## src/rtl/pc_fetch_ctl.sv

```systemverilog
// Program-counter and fetch-control stage: IDLE/RUN/HALT sequencer that walks the PC,
// applies absolute or relative branch targets from the combinational LUT, and counts run cycles.
module pc_fetch_ctl #(
   parameter int D  = 12,
   parameter int AW = 4,
   parameter int CW = 16
) (
   input  logic          clk,
   input  logic          reset,
   input  logic          start,
   input  logic          stall,
   input  logic          halt_req,
   input  logic          branch_en,
   input  logic          branch_rel,
   input  logic          taken,
   input  logic [AW-1:0] br_idx,
   output logic [AW-1:0] lut_addr,
   input  logic [D-1:0]  target,
   output logic [D-1:0]  pc,
   output logic          fetch_valid,
   output logic          running,
   output logic          done,
   output logic [CW-1:0] cycle_cnt
);

   typedef enum logic [1:0] {
      S_IDLE = 2'd0,
      S_RUN  = 2'd1,
      S_HALT = 2'd2
   } state_t;

   state_t        r_state;
   state_t        w_state_nxt;
   logic [D-1:0]  r_pc;
   logic [D-1:0]  w_pc_nxt;
   logic [CW-1:0] r_cnt;
   logic [CW-1:0] w_cnt_nxt;
   logic [D-1:0]  w_br_pc;

   function automatic logic [CW-1:0] f_sat_inc(input logic [CW-1:0] v);
      if (&v) f_sat_inc = v;
      else    f_sat_inc = v + CW'(1);
   endfunction

   // Two's-complement offset add is the same bit pattern as a modulo-2**D unsigned add.
   assign w_br_pc = branch_rel ? (r_pc + target) : target;

   always_comb begin
      w_state_nxt = r_state;
      w_pc_nxt    = r_pc;
      w_cnt_nxt   = r_cnt;
      case (r_state)
         S_IDLE: begin
            w_pc_nxt = '0;
            if (start) begin
               w_state_nxt = S_RUN;
               w_cnt_nxt   = '0;
            end
         end
         S_RUN: begin
            w_cnt_nxt = f_sat_inc(r_cnt);
            if (stall) begin
               w_pc_nxt = r_pc;
            end else if (halt_req) begin
               w_state_nxt = S_HALT;
            end else if (branch_en && taken) begin
               w_pc_nxt = w_br_pc;
            end else begin
               w_pc_nxt = r_pc + D'(1);
            end
         end
         S_HALT: begin
            if (start) begin
               w_state_nxt = S_RUN;
               w_pc_nxt    = '0;
               w_cnt_nxt   = '0;
            end
         end
         default: begin
            w_state_nxt = S_IDLE;
            w_pc_nxt    = '0;
            w_cnt_nxt   = '0;
         end
      endcase
   end

   always_ff @(posedge clk) begin
      if (reset) begin
         r_state <= S_IDLE;
         r_pc    <= '0;
         r_cnt   <= '0;
      end else begin
         r_state <= w_state_nxt;
         r_pc    <= w_pc_nxt;
         r_cnt   <= w_cnt_nxt;
      end
   end

   assign lut_addr    = br_idx;
   assign pc          = r_pc;
   assign cycle_cnt   = r_cnt;
   assign running     = (r_state == S_RUN);
   assign done        = (r_state == S_HALT);
   assign fetch_valid = running & ~stall;

endmodule

```

## config.mk

```make
export PLATFORM = sky130hd
export DESIGN_NAME = pc_fetch_ctl
export DESIGN_NICKNAME = d
export VERILOG_FILES = /design/src/rtl/pc_fetch_ctl.sv
export SDC_FILE = /design/constraint.sdc
export NUM_CORES = 1
export LEC_CHECK = 0
export CORE_MARGIN = 2
export CORE_UTILIZATION = 45
export DETAILED_ROUTE_END_ITERATION = 10
export GPL_TIMING_DRIVEN = 0
export PLACE_DENSITY = 0.81
export SYNTH_ARGS = -nofsm -noshare
export SYNTH_HDL_FRONTEND = slang
export SYNTH_SLANG_ARGS = --single-unit
```

## constraint.sdc

```tcl
create_clock -name clk -period 4.9 [get_ports clk]
set_input_delay 0.98 -clock clk [delete_from_list [all_inputs] [get_ports clk]]
set_output_delay 0.98 -clock clk [all_outputs]
set_load 0.02 [all_outputs]
```

Word level (Yosys, flattened, before mapping). Index checks and enable logic that the tools add are counted.

Word-level logic and storage cells: 36. Output and inout port bits: 35. Register bits after elaboration: 30. Bits of input ports: 24.

$add $sub $neg: 3. Equal/unequal tests: 8. Bitwise logic cells: 2. Multiplexer cells: 13. Reduce and logical (&&, ||, !) cells: 7.

Operators with widths (count): 12-bit two-way mux (5); 16-bit two-way mux (2); 16-bit case mux with 2 select lines (1); 12-bit case mux with 2 select lines (1); 16-bit by 1-bit adder with 16-bit output, second input constant (1); 16-bit AND reduction (1); 12-bit by 1-bit adder with 12-bit output, second input constant (1); 12-bit adder (1); 2-bit != test, second input constant (5); 2-bit two-way mux (3); 3-bit AND reduction (2); 2-bit case mux with 2 select lines (1); 2-bit by 1-bit equality test with 1-bit output, second input constant (1); 2-bit equality test, second input constant (1); 2-bit zero test (1); 2-bit by 1-bit != test with 1-bit output, second input constant (1); 2-bit AND reduction (1); 2-bit OR reduction (1); 1-bit bitwise AND (1); 1-bit logical AND (1); 1-bit inverter (1).

Longest topological paths before layout. Gate-level depths: netlist of run 1.

Depth after elaboration: 6. Depth in mapped cells: 8. Depth with buffers taken out: 8.

Worst setup path after synthesis of run 1. OpenSTA, ideal clock, no wires.

Path type: input to register. From: input target[0]. To: register r_pc[10] (netlist: pc[10]). Arrival: 2630 ps. Library setup time: 123 ps. Cell stages on the path: 8. Buffers on the path: 0. Slack: 2148 ps. Path through: ha_1 fa_1 a211oi_1 o21ai_0 a211oi_1 o31ai_1 mux2i_1 a21oi_1.

Longest elaborated chain between the ends: 6.

RTL lines: start, declared (RTL line 18) `input logic [D-1:0] target,`; 12-bit adder (RTL line 46) `assign w_br_pc = branch_rel ? (r_pc + target) : target;`; 12-bit two-way mux (RTL line 46); 12-bit two-way mux (RTL line 66) `end else if (branch_en && taken) begin`; 12-bit two-way mux (RTL line 64) `end else if (halt_req) begin`; 12-bit two-way mux (RTL line 62) `if (stall) begin`; 12-bit case mux with 2 select lines (RTL line 52) `case (r_state)`; end signal, assigned (RTL line 94) `r_pc <= w_pc_nxt;`; end, declared (RTL line 34) `logic [D-1:0] r_pc;`.

Every way passes these cells. The select of a mux whose other input is x is not followed. A chain may end at the register's enable or synchronous reset.

Worst setup path in the final report of run 1.
From: input target[0]. To: register r_pc[8] (netlist: pc[8]).

Same word-level chain as after synthesis.

==> results of run 1 <==
## state kept, by name, indices dropped and copies added, names as in the netlist
name / flops
r_state: 2
cycle_cnt: 16
pc: 12
## metal layers
metal  vias to the layer above  share of wire, %  track usage [%]
met3                         8               4.9             5.03
li1                       1222                 -                -
met2                        57                46             34.9
met1                      1142                48             31.1
met4                         0               1.1             5.85
met5                         -                 0                0
## stage by stage
stage               hold slack [ns]  utilization, %  total power (W)  std cells  setup slack, ns
global route                  0.516            61.2         0.000701        426             1.45
detailed placement            0.484            58.3         0.000363        418             1.34
floorplan                     0.549               -         0.000319        295             2.15
CTS                           0.499            61.2         0.000676        426             1.64
global placement              0.483            58.3         0.000361        418             1.36
finish                        0.499            61.2         0.000676        426             1.63
## how the worst max path moves through the flow
stage	to	slack [ns]	depth (start not counted)
global route	pc[10]	1.45	9
finish	pc[8]	1.63	9
CTS	pc[10]	1.64	9
detailed placement	pc[10]	1.34	9
global placement	pc[10]	1.36	9
floorplan	pc[10]	2.15	8
## area by class of cell
cell class | instances | area [sq um]
buffer | 13 | 65.1
inverter | 9 | 33.8
clock buffer | 6 | 82.6
clock inverter | 2 | 60.1
timing repair buffer | 53 | 531
tap | 70 | 87.6
sequential | 30 | 601
multi-input combinational | 243 | 1610
fill | 480 | 1940
## cells by family (layout without fill, tap and decap cells)
kind of cell | count (synthesis) | count (layout) | share of synthesized area (%)
and+or+nand+nor | 118 | 118 | 27.1
AOI/OAI and AO/OA | 89 | 89 | 25.8
DFF | 30 | 30 | 26.1
buffers and inverters | 22 | 83 | 4.29
xor gates and xnor gates | 15 | 15 | 5.70
adders and majority gates | 14 | 14 | 7.93
muxes | 7 | 7 | 3.09
## worst max-delay path, stage by stage
cell and delay [ns]:
clkdlybuf4s50_1 0.43, ha_1 0.25, fa_1 0.44, a211oi_1 0.33, o21ai_0 0.19, a211oi_1 0.39, o21ai_0 0.16, a21oi_1 0.17
o21ai_0 0.09
## power by group through the flow
stage | Sequential (W) | Combinational (W) | Clock, W
finish | 0.000251 | 0.000108 | 0.000318
global route | 0.000252 | 0.000118 | 0.000332
CTS | 0.000251 | 0.000107 | 0.000318
detailed placement | 0.000257 | 0.000106 | 0
global placement | 0.000256 | 0.000105 | 0
floorplan | 0.000258 | 0.0000607 | 0
## cell usage in the layout (no fill, tap or decap), types with 6 or more instances in the layout
cell / instances
a211oi_1: 6
a21oi_1: 23
clkbuf_1: 8
clkbuf_8: 6
clkdlybuf4s50_1: 53
dfxtp_1: 30
ha_1: 13
inv_1: 9
mux2i_1: 6
nand2_1: 27
nand3_1: 8
nand4_1: 9
nor2_1: 32
nor3_1: 11
o21ai_0: 20
xnor2_1: 8
xor2_1: 7
==> summary.md, run 1 <==
| Metric | Value |
|---|---|
| Status | finished clean |
| Netlist cell types | 57 |
| Deepest clock path buffer count | 2 |
| Design area | 3070 sq um |
| CTS sink count | 30 |
| Largest net degree at the start of global routing | 11 |
| Final Hold Vio Count | 0 |
| Req. time, crit path | 5.07 ns |
| CTS tree | built |
| H-tree level count | 2 |
| Synth-to-Final Area Change | 33.0% |
| Internal | 0.000513 W |
| Hold EP | cycle_cnt[1] |
| Via count | 2429 |
| GRT Total Usage | 22.3% |
| Clk Latency, worst-skew pair | 0.29 ns |
| First-pass GRT wire length | 9780 microns |
| Initial core utilization | 46.0% |
| DRC Markers | 0 |
| Reg2Reg Depth | 8 |
| Crit path from | target[0] |
| 1st-pass router iterations | 4 |
| Initial antenna violation count | 0 |
| Register area share after synthesis | 26.1% |
| Starting DRT DRC Count | 187 |
| Number of flops mapped to enable cells by yosys | 0 |
| Nets | 393 |
| Hold buffers post-CTS | 0 |
| Final setup viols | 0 |
| CTS root buf | clkbuf_8 |
| Worst hold path type | register to register |
| DP HPWL | 4540 microns |
| Share of cells above drive strength 1 | 7.87% |
| Pwr/cell area | 221 nW/um^2 |
| Core area | 5010 sq um |
| Via density | 5.70 |
| TritonCTS buffer count | 5 |
| Worst-path clk slew | 0.07 ns |
| Setup tns final | 0 ns |
| FMAX | 305 MHz |
| Async set-or-reset flop fraction in the synthesized netlist | 0% |
| Crit path kind | primary input to register |
| Synthesized Nets | 333 |
| Period utilization | 66.8% |
| R2r endpoint | pc[8] |
| Clock Skews | 0.00937 ns |
| Relative max-transition margin | 56.4% |
| Commonest cells in the synthesized netlist | nor2_1 (32), dfxtp_1 (30), nand2_1 (27) |
| Switch share | 24.2% |
| Crit end category | register |
| Diode count | 0 |
| Max-Cap Viols | 0 |
| Final min period | 3.27 ns |
| Wire per inst | 14.0 microns |
| Die height | 75.6 microns |
| Crit path launch type | primary input |
| Cell taking the most area after synthesis | dfxtp_1 |
| P_sw | 0.000163 W |
| FF-to-FF Start | pc[0] |
| Die area | 5710 sq um |
| Post-synth top area share | 26.1% |
| Remaining global-route overflow | 0 |
| Antenna Nets Post-Route | 0 |
| Clk pwr share | 47.0% |
| Post-Route WL | 5990 microns |
| Site Rows | 26 |
| Postcts setup bufs | 0 |
| Top-count cell post-synth | nor2_1 |
| Die X | 75.6 microns |
| Mapped cell area | 2300 sq um |
| Placed Instance Area | 2920 sq um |
| Cells after synthesis | 295 |
| Combinational power share | 15.9% |
| Worst Tran Pin Value | 0.649 ns |
| Avg Cell Area, Syn | 7.81 sq um |
| Reg2reg setup slack | 2.40 ns |
| Flop pwr share | 37.1% |
| PortBufs | 53 |
| Hold Startpoint | cycle_cnt[1] |
| Hold depth | 2 |
| I/O pin total | 59 |
| Ys flop type | dfxtp_1 |
| RSZ-0062 raised after global routing | no |
| Synth area leaders | dfxtp_1 (26%), ha_1 (7.1%), nor2_1 (5.2%) |
| Final Max Slew Viols | 0 |
| Arrival @ worst endpoint | 3.44 ns |
| Critical Path Fanout Max | 3 |
| Number of global-route vias before repair | 2151 |
| Peak VDD IR | 0.000129 V |
| Gpl congestion | 0.888 |
| #FFs+latches synth | 30 |
| Cts repair resizes | 0 |
| Yosys Warn Count | 0 |
| Pleak | 1.17 nW |
No activity file was read; power rests on OpenSTA's default activity.
==> inputs of run 2 (changes only) <==
--- a/config.mk
+++ b/config.mk
@@ -9,7 +9,7 @@
 export CORE_UTILIZATION = 45
 export DETAILED_ROUTE_END_ITERATION = 10
 export GPL_TIMING_DRIVEN = 0
-export PLACE_DENSITY = 0.81
+export PLACE_DENSITY = 0.84
 export SYNTH_ARGS = -nofsm -noshare
 export SYNTH_HDL_FRONTEND = slang
 export SYNTH_SLANG_ARGS = --single-unit
==> constraint.sdc (replaced) <==
create_clock -name clk -period 2.71 [get_ports clk]
set_input_delay 0.542 -clock clk [delete_from_list [all_inputs] [get_ports clk]]
set_output_delay 0.542 -clock clk [all_outputs]
set_load 0.02 [all_outputs]
==> run 2 against run 1 <==
  * Sequential share of layout area grew 0.10 points
  * Combinational power grew 82%
  * Critical endpoint is now pc[10]
  * Power grew 59%
  * Critical path type unchanged
  * Register-to-register slack worse by 1.9 ns
  * Largest power group is now registers
  * Cell area decreased by 0.53%
==> summary.md, run 2 (synthesized netlist as in run 1, its figures left out) <==
| Metric | Value |
|---|---|
| Diode count | 0 |
| Number of flip-flops in the largest register | 16 |
| Synth-to-Final Area Change | 32.3% |
| Flop pwr share | 42.1% |
| Clk Latency, worst-skew pair | 0.28 ns |
| R2r endpoint | pc[10] |
| Site Rows | 26 |
| Final Hold Vio Count | 0 |
| Hold Startpoint | cycle_cnt[1] |
| PortBufs | 53 |
| Req. time, crit path | 2.87 ns |
| DP HPWL | 4820 microns |
| Hold depth | 2 |
| Number of global-route vias before repair | 2312 |
| Setup slack after layout | 0.142 ns |
| Arrival @ worst endpoint | 2.73 ns |
| Most Crowded Layer GR | met2 |
| Switch share | 26.5% |
| Wire per inst | 14.9 microns |
| Worst Tran Pin Value | 0.613 ns |
| Crit end category | register |
| Remaining global-route overflow | 0 |
| GRT Total Usage | 23.2% |
| CTS root buf | clkbuf_8 |
| H-tree level count | 2 |
| Met3 Usage GRT | 5.29% |
| Post-Route WL | 6340 microns |
| Gpl congestion | 0.939 |
| Initial antenna violation count | 0 |
| Internal | 0.000792 W |
| FF-to-FF Start | pc[0] |
| Pwr/cell area | 354 nW/um^2 |
| Met2 GRT Util | 36.5% |
| Final Max Slew Viols | 0 |
| Setup tns final | 0 ns |
| Design area | 3050 sq um |
| TritonCTS buffer count | 5 |
| Worst hold path type | register to register |
| Initial core utilization | 46.0% |
| Via count | 2493 |
| Crit path launch type | primary input |
| Final setup viols | 0 |
| Critical Path Fanout Max | 3 |
| Max-Cap Viols | 0 |
| DRC Markers | 0 |
| Core area | 5010 sq um |
| Crit path kind | primary input to register |
| PnR Total Power | 0.00108 W |
| I/O pin total | 59 |
| CTS tree | built |
| Final min period | 2.57 ns |
| Reg2reg setup slack | 0.49 ns |
| Starting DRT DRC Count | 177 |
| Status | finished clean |
| Worst-path clk slew | 0.06 ns |
| Placed Instance Area | 2920 sq um |
| Antenna Nets Post-Route | 0 |
| 1st-pass router iterations | 4 |
| Pleak | 1.16 nW |
| Deepest clock path buffer count | 2 |
| Clk pwr share | 39.6% |
| Die height | 75.6 microns |
| Die X | 75.6 microns |
| P_sw | 0.000286 W |
| Largest net degree at the start of global routing | 11 |
| Combinational power share | 18.3% |
| Share of cells above drive strength 1 | 8.99% |
| Hold EP | cycle_cnt[1] |
| Commonest non-fill, non-tap cell in the layout | clkdlybuf4s50_1 |
| Setup WS pre-CTS | -0.485 ns |
| CTS sink count | 30 |
| Die area | 5710 sq um |
| Nets | 393 |
| First-pass GRT wire length | 10200 microns |
| Clock Skews | 0.00630 ns |
| Period utilization | 94.8% |
| Hold buffers post-CTS | 0 |
| FMAX | 389 MHz |
| Met1 GRT Util | 31.2% |
| Via density | 5.85 |
| Post-layout util | 60.9% |
| Relative max-transition margin | 58.8% |
| Reg2Reg Depth | 8 |
| Commonest non-fill, non-tap cells in the layout | clkdlybuf4s50_1 (53), nor2_1 (32), dfxtp_1 (30) |
| Peak VDD IR | 0.000267 V |
-- run 2: how the worst max path moves through the flow --
stage / start / endpoint / slack, ns / depth (start not counted)
6_report: target[0] / pc[10] / 0.14 / 9
5_1_grt: target[0] / pc[10] / -0.03 / 9
4_1_cts: target[0] / pc[10] / 0.07 / 9
3_5_place_dp: target[0] / pc[10] / -0.49 / 9
3_3_place_gp: target[0] / pc[10] / -0.42 / 9
2_1_floorplan: target[0] / pc[10] / 0.40 / 8
-- run 2: power groups by stage --
stage | clock network, W | logic, W | registers (W)
after global routing | 0.000457 | 0.000215 | 0.000455
after floorplan | 0 | 0.000110 | 0.000467
final | 0.000427 | 0.000197 | 0.000454
after CTS | 0.000429 | 0.000195 | 0.000454
after detailed placement | 0 | 0.000193 | 0.000464
after global placement | 0 | 0.000188 | 0.000464
-- run 2: layout make-up --
type | count | area (sq um)
Tap cell | 70 | 87.6
Fill cell | 468 | 1960
Clock buffer | 8 | 110
Multi-Input combinational cell | 243 | 1620
Timing Repair Buffer | 53 | 531
Inverter | 9 | 33.8
Sequential cell | 30 | 601
Buffer | 13 | 65.1
-- run 2: worst max-delay path, stage by stage --
cell	delay, ns
clkdlybuf4s50_1	0.43
ha_1	0.25
fa_2	0.39
a211oi_2	0.26
o21ai_2	0.12
a211oi_2	0.31
o31ai_1	0.13
mux2i_1	0.20
a21oi_1	0.09
-- run 2: timing repair --
action	CTS	global route
pin swaps	1	2
hold endpoints to repair	0	0
setup endpoints to repair	2	2
gates resized for setup	4	1
buffers inserted	0	0
-- run 2: metrics by stage --
stage / hold slack, ns / instances
3_5_place_dp: 0.497 / 418
2_1_floorplan: 0.549 / 295
5_1_grt: 0.531 / 426
6_report: 0.515 / 426
3_3_place_gp: 0.484 / 418
4_1_cts: 0.510 / 426
-- run 2: routing by layer --
metal,part of all wire [%],wire length [microns],up-vias
met5,0,0,-
met4,2.5,159,0
met3,6.1,386,14
met2,46,2930,89
met1,45,2860,1175
li1,-,-,1215
==> inputs of run 3 (changes only) <==
--- a/config.mk
+++ b/config.mk
@@ -5,8 +5,8 @@
 export SDC_FILE = /design/constraint.sdc
 export NUM_CORES = 1
 export LEC_CHECK = 0
-export CORE_MARGIN = 2
 export CORE_UTILIZATION = 45
+export CTS_BUF_LIST = sky130_fd_sc_hd__clkbuf_8
 export DETAILED_ROUTE_END_ITERATION = 10
 export GPL_TIMING_DRIVEN = 0
 export PLACE_DENSITY = 0.84
==> run 3 against run 2 <==
  * Clock skew increased by 0.0026 ns
  * Sequential power barely moved
  * Via count fell by 0.80%
  * Register-to-register slack improved by 0.03 ns
  * First-iteration DRC count up 49%
  * Cell count shrank 0.70%
  * Global-route usage up 0.31 points
  * Critical path type unchanged
  * Critical endpoint is now pc[8]
==> summary.md, run 3 (synthesized netlist as in run 1, its figures left out) <==
| Metric | Value |
|---|---|
| Status | finished clean |
| Crit path kind | primary input to register |
| R2r endpoint | pc[8] |
| Synth-to-Final Area Change | 31.3% |
| Wire per inst | 14.4 microns |
| Clock Skews | 0.00894 ns |
| Commonest non-fill, non-tap cells in the layout | clkdlybuf4s50_1 (53), nor2_1 (32), dfxtp_1 (30) |
| RSZ-0062 raised after global routing | no |
| Initial antenna violation count | 0 |
| Die height | 73.6 microns |
| CTS root buf | clkbuf_8 |
| 1st-pass router iterations | 4 |
| PortBufs | 53 |
| TritonCTS buffer count | 5 |
| Gpl congestion | 0.912 |
| Diode count | 0 |
| Postcts setup bufs | 0 |
| CTS tree | built |
| Reg2Reg Depth | 8 |
| Req. time, crit path | 2.87 ns |
| Peak VDD IR | 0.000274 V |
| Die X | 73.6 microns |
| Crit end category | register |
| Pleak | 1.14 nW |
| Hold Startpoint | cycle_cnt[1] |
| Critical Path Fanout Max | 3 |
| Met3 Usage GRT | 3.98% |
| Most Crowded Layer GR | met2 |
| Die area | 5410 sq um |
| Largest net degree at the start of global routing | 11 |
| Pwr/cell area | 342 nW/um^2 |
| Reg2reg setup slack | 0.52 ns |
| Relative max-transition margin | 58.6% |
| FF-to-FF Start | pc[0] |
| Nets | 393 |
| Worst-path clk slew | 0.07 ns |
| Hold EP | cycle_cnt[1] |
| I/O pin total | 59 |
| Hold buffers post-CTS | 0 |
| Clk Latency, worst-skew pair | 0.29 ns |
| Filler Cell Count | 427 |
| Final Hold Vio Count | 0 |
| Placed Instances | 415 |
| Worst hold path type | register to register |
| Remaining global-route overflow | 0 |
| CTS sink count | 30 |
| Post-Route WL | 6110 microns |
| Worst path slowest cell | clkdlybuf4s50_1 |
| DP HPWL | 4560 microns |
| Design area | 3030 sq um |
| FMAX | 397 MHz |
| Core area | 4820 sq um |
| Final min period | 2.52 ns |
| Number of global-route vias before repair | 2173 |
| Via count | 2473 |
| Arrival @ worst endpoint | 2.68 ns |
| Period utilization | 92.9% |
| Met2 GRT Util | 36.5% |
| Starting DRT DRC Count | 263 |
| Critical Path Max Stage Delay | 0.42 ns |
| Hold depth | 2 |
| Final Max Slew Viols | 0 |
| Final Non-Filler Cells | 423 |
| Worst Tran Pin Value | 0.617 ns |
| Share of cells above drive strength 1 | 8.71% |
| Deepest clock path buffer count | 2 |
| Commonest non-fill, non-tap cell in the layout | clkdlybuf4s50_1 |
| Crit path launch type | primary input |
| Max-Cap Viols | 0 |
| Post-layout util | 62.8% |
| Placed Instance Area | 2920 sq um |
| Initial core utilization | 47.8% |
| Number of flip-flops in the largest register | 16 |
| Antenna Nets Post-Route | 0 |
| Met1 GRT Util | 33.1% |
| First-pass GRT wire length | 9990 microns |
| GRT Total Usage | 23.5% |
| DRC Markers | 0 |
| Via density | 5.85 |
| CP cell instances | clkdlybuf4s50_1 -> ha_1 -> fa_2 -> a211oi_2 -> o21ai_1 -> a211oi_2 -> o21ai_0 -> a21oi_1 -> o21ai_0 |
| Site Rows | 25 |
| H-tree level count | 2 |
| Final setup viols | 0 |
==> run 3: cell types whose count changed in the layout (fill, tap and decap cells not counted) <==
cell,previous run,this run
clkbuf_8,8,6
clkinv_2,0,1
clkinvlp_4,0,1
o21ai_1,0,1
o21ai_2,4,3
==> run 3: stage by stage <==
stage | hold slack (ns) | total power [W] | setup TNS (ns) | setup slack [ns]
2_1_floorplan | 0.549 | 0.000577 | 0 | 0.396
3_3_place_gp | 0.499 | 0.000651 | -0.725 | -0.329
3_5_place_dp | 0.512 | 0.000655 | -0.706 | -0.325
4_1_cts | 0.524 | 0.00104 | 0 | 0.0733
5_1_grt | 0.556 | 0.00108 | 0 | 0.00689
6_report | 0.523 | 0.00104 | 0 | 0.192
==> run 3: layout make-up <==
class / count / area, sq um / share of cell area (%)
tap: 67 / 83.8 / 2.77
inverter: 9 / 33.8 / 1.12
sequential: 30 / 601 / 19.8
clock buffer: 6 / 82.6 / 2.73
buffer: 13 / 65.1 / 2.15
timing repair buffer: 53 / 531 / 17.5
multi-input combinational: 243 / 1620 / 53.5
clock inverter: 2 / 12.5 / 0.413
==> run 3: layer usage <==
metal / vias to the layer above / part of all wire (%)
met1: 1153 / 47
met2: 95 / 44
met5: - / 0
met3: 14 / 7.1
met4: 0 / 1.9
li1: 1211 / -
==> run 3: critical path, delay by kind of cell <==
family	cells	cell delay (ns)
buf+inv	1	0.42
fa+ha+maj	2	0.64
compound gates	6	1.09
==> run 3: timing repair <==
| item | in CTS | in global routing |
|---|---|---|
| gates resized for setup | 1 | 3 |
| endpoints found under the setup margin | 2 | 3 |
| pin swaps | 0 | 2 |
==> run 3: worst max-delay path by stage <==
stage | start | endpoint | slack, ns | depth (start not counted)
2_1_floorplan | target[0] | pc[10] | 0.40 | 8
3_3_place_gp | target[0] | pc[8] | -0.33 | 9
3_5_place_dp | target[0] | pc[10] | -0.32 | 9
4_1_cts | target[0] | pc[10] | 0.07 | 9
5_1_grt | target[0] | pc[8] | 0.007 | 9
6_report | target[0] | pc[8] | 0.19 | 9
==> run 3: power by group <==
group	switching [W]	internal, W
Sequential	0.00000799	0.000446
Clock	0.000183	0.000204
Combinational	0.000105	0.0000893
Total	0.000296	0.000740
